--- config.mk ---
export PLATFORM = sky130hd
export DESIGN_NAME = mem_access
export DESIGN_NICKNAME = d
export VERILOG_FILES = /design/src/rtl/mem_access_pkg.sv /design/src/rtl/mem_access_load_ext.sv /design/src/rtl/mem_access.sv
export SDC_FILE = /design/constraint.sdc
export NUM_CORES = 1
export LEC_CHECK = 0
export BUFFER_PORTS_ARGS = -buffer_cell sky130_fd_sc_hd__buf_2
export CAP_MARGIN = 10
export CORE_MARGIN = 2
export CORE_UTILIZATION = 45
export DETAILED_ROUTE_END_ITERATION = 6
export PLACE_DENSITY = 0.75
export SYNTH_ARGS = -nofsm -noshare
export SYNTH_HDL_FRONTEND = slang
export SYNTH_SLANG_ARGS = --single-unit
--- constraint.sdc ---
create_clock -name clk -period 8.8 [get_ports clk]
set_clock_uncertainty 0.15 [all_clocks]
set_input_delay 0.88 -clock clk [delete_from_list [all_inputs] [get_ports clk]]
set_output_delay 0.88 -clock clk [all_outputs]
set_load 0.03 [all_outputs]
--- src/rtl/mem_access_pkg.sv ---
// Shared opcodes, MEM-stage state codes and op-decoding helpers for the RV32I MEM stage.
// The optional misalignment trap (macro MISALIGN_TRAP_EN) uses isMisaligned from here.
package mem_access_pkg;

  localparam int EXEC_W     = 8;
  localparam int REG_ADDR_W = 5;

  localparam logic [EXEC_W-1:0] EXE_NOP_OP = 8'h00;
  localparam logic [EXEC_W-1:0] EXE_ADD_OP = 8'h01;
  localparam logic [EXEC_W-1:0] EXE_SUB_OP = 8'h02;
  localparam logic [EXEC_W-1:0] EXE_AND_OP = 8'h03;
  localparam logic [EXEC_W-1:0] EXE_OR_OP  = 8'h04;
  localparam logic [EXEC_W-1:0] EXE_LB_OP  = 8'h20;
  localparam logic [EXEC_W-1:0] EXE_LH_OP  = 8'h21;
  localparam logic [EXEC_W-1:0] EXE_LW_OP  = 8'h22;
  localparam logic [EXEC_W-1:0] EXE_LBU_OP = 8'h24;
  localparam logic [EXEC_W-1:0] EXE_LHU_OP = 8'h25;
  localparam logic [EXEC_W-1:0] EXE_SB_OP  = 8'h28;
  localparam logic [EXEC_W-1:0] EXE_SH_OP  = 8'h29;
  localparam logic [EXEC_W-1:0] EXE_SW_OP  = 8'h2A;

  typedef enum logic [1:0] {
    MEM_IDLE = 2'd0,
    MEM_XFER = 2'd1,
    MEM_WAIT = 2'd2,
    MEM_DONE = 2'd3
  } mem_state_e;

  function automatic logic isLoad(input logic [EXEC_W-1:0] op);
    return (op == EXE_LB_OP) || (op == EXE_LH_OP) || (op == EXE_LW_OP) ||
           (op == EXE_LBU_OP) || (op == EXE_LHU_OP);
  endfunction

  function automatic logic isStore(input logic [EXEC_W-1:0] op);
    return (op == EXE_SB_OP) || (op == EXE_SH_OP) || (op == EXE_SW_OP);
  endfunction

  // Index of the final byte of the access: width minus one.
  function automatic logic [1:0] lastIdx(input logic [EXEC_W-1:0] op);
    case (op)
      EXE_LH_OP, EXE_LHU_OP, EXE_SH_OP: return 2'd1;
      EXE_LW_OP, EXE_SW_OP:             return 2'd3;
      default:                          return 2'd0;
    endcase
  endfunction

  function automatic logic isMisaligned(input logic [EXEC_W-1:0] op, input logic [1:0] addrLo);
    case (lastIdx(op))
      2'd1:    return addrLo[0];
      2'd3:    return |addrLo;
      default: return 1'b0;
    endcase
  endfunction

endpackage

--- src/rtl/mem_access_load_ext.sv ---
// Load result extender: turns the byte-assembled memory word into the sign/zero-extended
// register value for LB/LBU/LH/LHU/LW.
module mem_access_load_ext
  import mem_access_pkg::*;
(
  input  logic [EXEC_W-1:0] i_op,
  input  logic [31:0]       i_word,
  output logic [31:0]       o_data
);

  always_comb begin
    o_data = i_word;
    case (i_op)
      EXE_LB_OP:  o_data = {{24{i_word[7]}}, i_word[7:0]};
      EXE_LBU_OP: o_data = {24'h000000, i_word[7:0]};
      EXE_LH_OP:  o_data = {{16{i_word[15]}}, i_word[15:0]};
      EXE_LHU_OP: o_data = {16'h0000, i_word[15:0]};
      default:    o_data = i_word;
    endcase
  end

endmodule

--- src/rtl/mem_access.sv ---
// MEM stage: byte-serial load/store engine with a registered WB bundle and upstream stall.
// Optional macro MISALIGN_TRAP_EN skips misaligned half/word accesses and flags mem_misalign_o.
module mem_access
  import mem_access_pkg::*;
#(
  parameter int ADDR_W = 32,
  parameter int XLEN   = 32
)
(
  input  logic                  clk,
  input  logic                  rst,
  input  logic [EXEC_W-1:0]     ex_exec_i,
  input  logic [XLEN-1:0]       ex_alu_i,
  input  logic [XLEN-1:0]       ex_rs2_i,
  input  logic [REG_ADDR_W-1:0] ex_rdest_i,
  input  logic                  ex_we_i,
  output logic                  mem_req_o,
  output logic                  mem_wr_o,
  output logic [ADDR_W-1:0]     mem_addr_o,
  output logic [7:0]            mem_wdata_o,
  input  logic                  mem_gnt_i,
  input  logic [7:0]            mem_rdata_i,
  output logic                  stall_req_o,
  output logic [XLEN-1:0]       wb_data_o,
  output logic [REG_ADDR_W-1:0] wb_rdest_o,
  output logic                  wb_we_o
`ifdef MISALIGN_TRAP_EN
  ,
  output logic                  mem_misalign_o
`endif
);

  mem_state_e            r_state;
  mem_state_e            w_nextState;
  logic [1:0]            r_idx;
  logic [EXEC_W-1:0]     r_op;
  logic [ADDR_W-1:0]     r_base;
  logic [XLEN-1:0]       r_rs2;
  logic [REG_ADDR_W-1:0] r_rdest;
  logic                  r_we;
  logic                  r_trap;
  logic [31:0]           r_word;
  logic                  r_capPending;
  logic [1:0]            r_capIdx;
  logic                  w_inMem;
  logic                  w_trapIn;
  logic                  w_stall;
  logic                  w_grant;
  logic [1:0]            w_lastIdx;
  logic [31:0]           w_ext;

  assign w_inMem   = isLoad(ex_exec_i) || isStore(ex_exec_i);
  assign w_lastIdx = lastIdx(r_op);

`ifdef MISALIGN_TRAP_EN
  assign w_trapIn = isMisaligned(ex_exec_i, ex_alu_i[1:0]);
`else
  assign w_trapIn = 1'b0;
`endif

  assign mem_req_o   = (r_state == MEM_XFER);
  assign mem_wr_o    = mem_req_o && isStore(r_op);
  assign mem_addr_o  = r_base + ADDR_W'(r_idx);
  assign mem_wdata_o = r_rs2[{r_idx, 3'b000} +: 8];
  assign w_grant     = mem_req_o && mem_gnt_i;
  assign stall_req_o = w_stall;

  always_comb begin
    w_nextState = r_state;
    w_stall     = 1'b0;
    case (r_state)
      MEM_IDLE: begin
        if (w_inMem) begin
          w_stall     = 1'b1;
          w_nextState = w_trapIn ? MEM_DONE : MEM_XFER;
        end
      end
      MEM_XFER: begin
        w_stall = 1'b1;
        if (mem_gnt_i && (r_idx == w_lastIdx))
          w_nextState = isStore(r_op) ? MEM_DONE : MEM_WAIT;
      end
      MEM_WAIT: begin
        w_stall     = 1'b1;
        w_nextState = MEM_DONE;
      end
      MEM_DONE: w_nextState = MEM_IDLE;
      default:  w_nextState = MEM_IDLE;
    endcase
  end

  // The EX bundle is latched on entry so the access never depends on inputs once stall drops.
  always_ff @(posedge clk) begin
    if (rst) begin
      r_state      <= MEM_IDLE;
      r_idx        <= 2'd0;
      r_op         <= EXE_NOP_OP;
      r_base       <= '0;
      r_rs2        <= '0;
      r_rdest      <= '0;
      r_we         <= 1'b0;
      r_trap       <= 1'b0;
      r_word       <= '0;
      r_capPending <= 1'b0;
      r_capIdx     <= 2'd0;
    end else begin
      r_state      <= w_nextState;
      r_capPending <= w_grant && isLoad(r_op);
      r_capIdx     <= r_idx;
      if (r_capPending)
        r_word[{r_capIdx, 3'b000} +: 8] <= mem_rdata_i;
      if ((r_state == MEM_IDLE) && w_inMem) begin
        r_op    <= ex_exec_i;
        r_base  <= ex_alu_i[ADDR_W-1:0];
        r_rs2   <= ex_rs2_i;
        r_rdest <= ex_rdest_i;
        r_we    <= ex_we_i;
        r_trap  <= w_trapIn;
        r_idx   <= 2'd0;
      end else if (w_grant) begin
        r_idx <= (r_idx == w_lastIdx) ? 2'd0 : r_idx + 2'd1;
      end
    end
  end

  mem_access_load_ext u_loadExt (
    .i_op   (r_op),
    .i_word (r_word),
    .o_data (w_ext)
  );

  // A bubble is written whenever upstream is held, so WB never sees a half-finished access.
  always_ff @(posedge clk) begin
    if (rst || w_stall) begin
      wb_data_o  <= '0;
      wb_rdest_o <= '0;
      wb_we_o    <= 1'b0;
    end else if (r_state == MEM_DONE) begin
      if (r_trap || isStore(r_op)) begin
        wb_data_o  <= '0;
        wb_rdest_o <= '0;
        wb_we_o    <= 1'b0;
      end else begin
        wb_data_o  <= w_ext;
        wb_rdest_o <= r_rdest;
        wb_we_o    <= r_we;
      end
    end else begin
      wb_data_o  <= ex_alu_i;
      wb_rdest_o <= ex_rdest_i;
      wb_we_o    <= ex_we_i;
    end
  end

`ifdef MISALIGN_TRAP_EN
  logic r_misalign;

  always_ff @(posedge clk) begin
    if (rst || w_stall)
      r_misalign <= 1'b0;
    else
      r_misalign <= (r_state == MEM_DONE) && r_trap;
  end

  assign mem_misalign_o = r_misalign;
`endif

endmodule

==> qor.txt <==
cells after synthesis -> 787
register area -> 3100 um^2
Die W -> 124 um
via count -> 6066
Antenna Cells -> 0
Syn. warnings -> 0
area delta synth->final -> 25.2%
worst slew pin tran -> 1.23 ns
Worst Path Buf+Inv -> 2
pins over their slew limit -> 0
vias in the first global route -> 5580
CTS Buffer Depth -> 2
Startpoint Class -> flop
post-synth cell types -> 42
worst min-delay path class -> flop to flop
peak supply drop -> 0.163 mV
setup TNS -> 0 ns
most used flip-flop cell after synthesis -> dfxtp_1
hpwl dp -> 11.8 mm
remaining routing DRC violations -> 0
P per Cell Area -> 223 nW/um^2
commonest non-fill, non-tap cells in the layout -> 187 x nand2_1, 168 x buf_2, 155 x dfxtp_1
synthesized flop and latch total -> 155
pre-CTS setup slack -> 4.43 ns
Avg Inst Size Synth -> 8.24 um^2
number of max-cap violations -> 0
CTS buffer count -> 17
wire per inst -> 15.2 um
I/O Buffers -> 169
Ports -> 170
Mapped Nets -> 889
Tot Pwr -> 1810 uW
crit path kind -> flop to output port
ys async rst share -> 0
TritonCTS clock tree -> done
Filler cells -> 1283
Crit-path slowest cell -> dfxtp_1
drt pass-1 iters -> 5
Placement Rows -> 43
RSZ-0062 raised after global routing -> no
clock root buffer -> clkbuf_16
element type at the critical path end -> output port
relative slew slack -> 0.171
commonest non-fill, non-tap cell in the layout -> nand2_1
Final period util -> 0.544
Chip Height -> 124 um
Hold Vio Cnt, Final -> 0
post_cts resized -> 0
die area -> 15400 um^2
setup repair bufs after CTS -> 0
DR vias/cell -> 5.36
H-tree lvl count -> 4
initial antenna violation count -> 0
fin worst setup slack -> 4.01 ns
status -> finished clean
Lkg Pwr -> 0.00334 uW
GRT Util Overall -> 0.228
crit path max fanout -> 14
Core Region -> 14000 um^2
crit path cell chain -> ha_1 -> inv_1 -> fa_1 -> nand3b_1 -> or3_1 -> or2_2 -> nor4_1 -> xnor2_1 -> buf_2
DRT iter0 DRCs -> 526
FMAX -> 209 MHz
Max stage delay on crit path -> 0.79 ns
total clock sinks -> 155
share of layout cells above drive strength 1 -> 0.238
GRT overflow -> 0
Worst EP required -> 7.77 ns
Final ANT Viol Nets -> 0
number of enable flip-flop cells after synthesis -> 0
placer's final routability congestion estimate -> 0.879
area taken by multi-input logic gates -> 3130 um^2
Hold Buf Count CTS -> 0
largest net degree at the start of global routing -> 76
Core Util, Final -> 0.580
Post-Syn Area -> 6480 um^2
Critical Path AT -> 3.76 ns
Nets -> 1041
sequential share of the synthesized area -> 0.479
Reg clk slew, reported paths -> 0.06 ns
Initial Util -> 0.463
WL final -> 17.3 mm
clk_lat worst skew -> 0.42 ns
Final Critical Period -> 4.79 ns
first-pass GRT wire length -> 27.3 mm
Setup Viol. Count Final -> 0
CP top delay family -> simple AND/OR/NAND/NOR gates
==> Yosys cell counts (all sizes together), types with 2 or more instances <==
cell type | count | area share
a21oi | 95 | 0.073
ha | 12 | 0.023
o211ai | 3 | 0.0035
clkbuf | 39 | 0.023
nand3 | 6 | 0.0046
and2 | 6 | 0.0058
xor2 | 12 | 0.016
and3 | 7 | 0.0068
mux4 | 8 | 0.028
nor4 | 6 | 0.0068
nor2 | 76 | 0.044
nand2b | 3 | 0.0029
o21ai | 27 | 0.021
nand2 | 187 | 0.11
nor3 | 9 | 0.0077
nor4b | 3 | 0.0041
buf | 7 | 0.0041
inv | 24 | 0.014
or2 | 2 | 0.0019
or3 | 2 | 0.0019
a22oi | 55 | 0.064
or4 | 3 | 0.0041
nor2b | 4 | 0.0039
nand4 | 5 | 0.0058
dfxtp | 155 | 0.48
mux2i | 2 | 0.0031
xnor2 | 19 | 0.026
==> path summary, 6_finish.rpt <==
path,slack [ns],endpoint,start,cells past startpoint
worst min-delay path,0.30,r_rdest[3],r_rdest[3],2
worst min register to register,0.30,r_rdest[3],r_rdest[3],2
worst max-delay path,4.01,mem_addr_o[24],r_idx[0],9
worst max register to register,6.05,wb_data_o[30],r_state[0],7
==> state kept, by name, indices dropped and copies added, names as in the netlist <==
signal	count
wb_we_o	1
r_op	8
r_word	32
r_capPending	1
r_capIdx	2
r_we	1
r_rs2	32
r_state	2
r_rdest	5
wb_data_o	32
r_base	32
wb_rdest_o	5
r_idx	2
==> tightest hold or removal path: cells and delay by family, from the launching register on <==
| family | cells | cell delay (ns) |
|---|---|---|
| AO/OA/AOI/OAI | 1 | 0.05 |
| AND/OR/NAND/NOR | 1 | 0.05 |
| flip-flops | 1 | 0.31 |
==> layout make-up <==
class | count | share of cell area
inverters | 24 | 0.0111
well taps | 180 | 0.0278
repair buffers | 179 | 0.113
clock inverters | 10 | 0.0200
multi-input cells | 562 | 0.386
clock buffers | 22 | 0.0597
flip-flops and latches | 155 | 0.382
==> metal layers <==
metal | up-vias | global-route usage | routed length, um
met5 | - | 0 | 0
met4 | 0 | 0.0787 | 306
met3 | 26 | 0.0504 | 1060
met2 | 197 | 0.351 | 7930
met1 | 2865 | 0.315 | 7950
li1 | 2978 | - | -
==> kinds of logic after synthesis <==
group	share of synthesized area
adder cells (fa/ha/maj)	0.0262
AO/OA/AOI/OAI	0.168
AND/OR/NAND/NOR	0.213
buffers and inverters	0.0405
multiplexers	0.0326
XOR/XNOR	0.0419
flip-flops	0.479
==> power breakdown <==
part / switching, uW / internal (uW)
registers: 19.2 / 742
clock network: 286 / 505
logic: 178 / 78.1
total: 483 / 1320
==> through the flow <==
stage               std cells  hold slack, ns  area, um^2
finish                   1132           0.302        8110
global route             1132           0.325        8110
CTS                      1130           0.305        8100
detailed placement       1098           0.296        7460
global placement         1098           0.291        7460
floorplan                 787           0.283        6480
(Power assumes the default switching activity.)
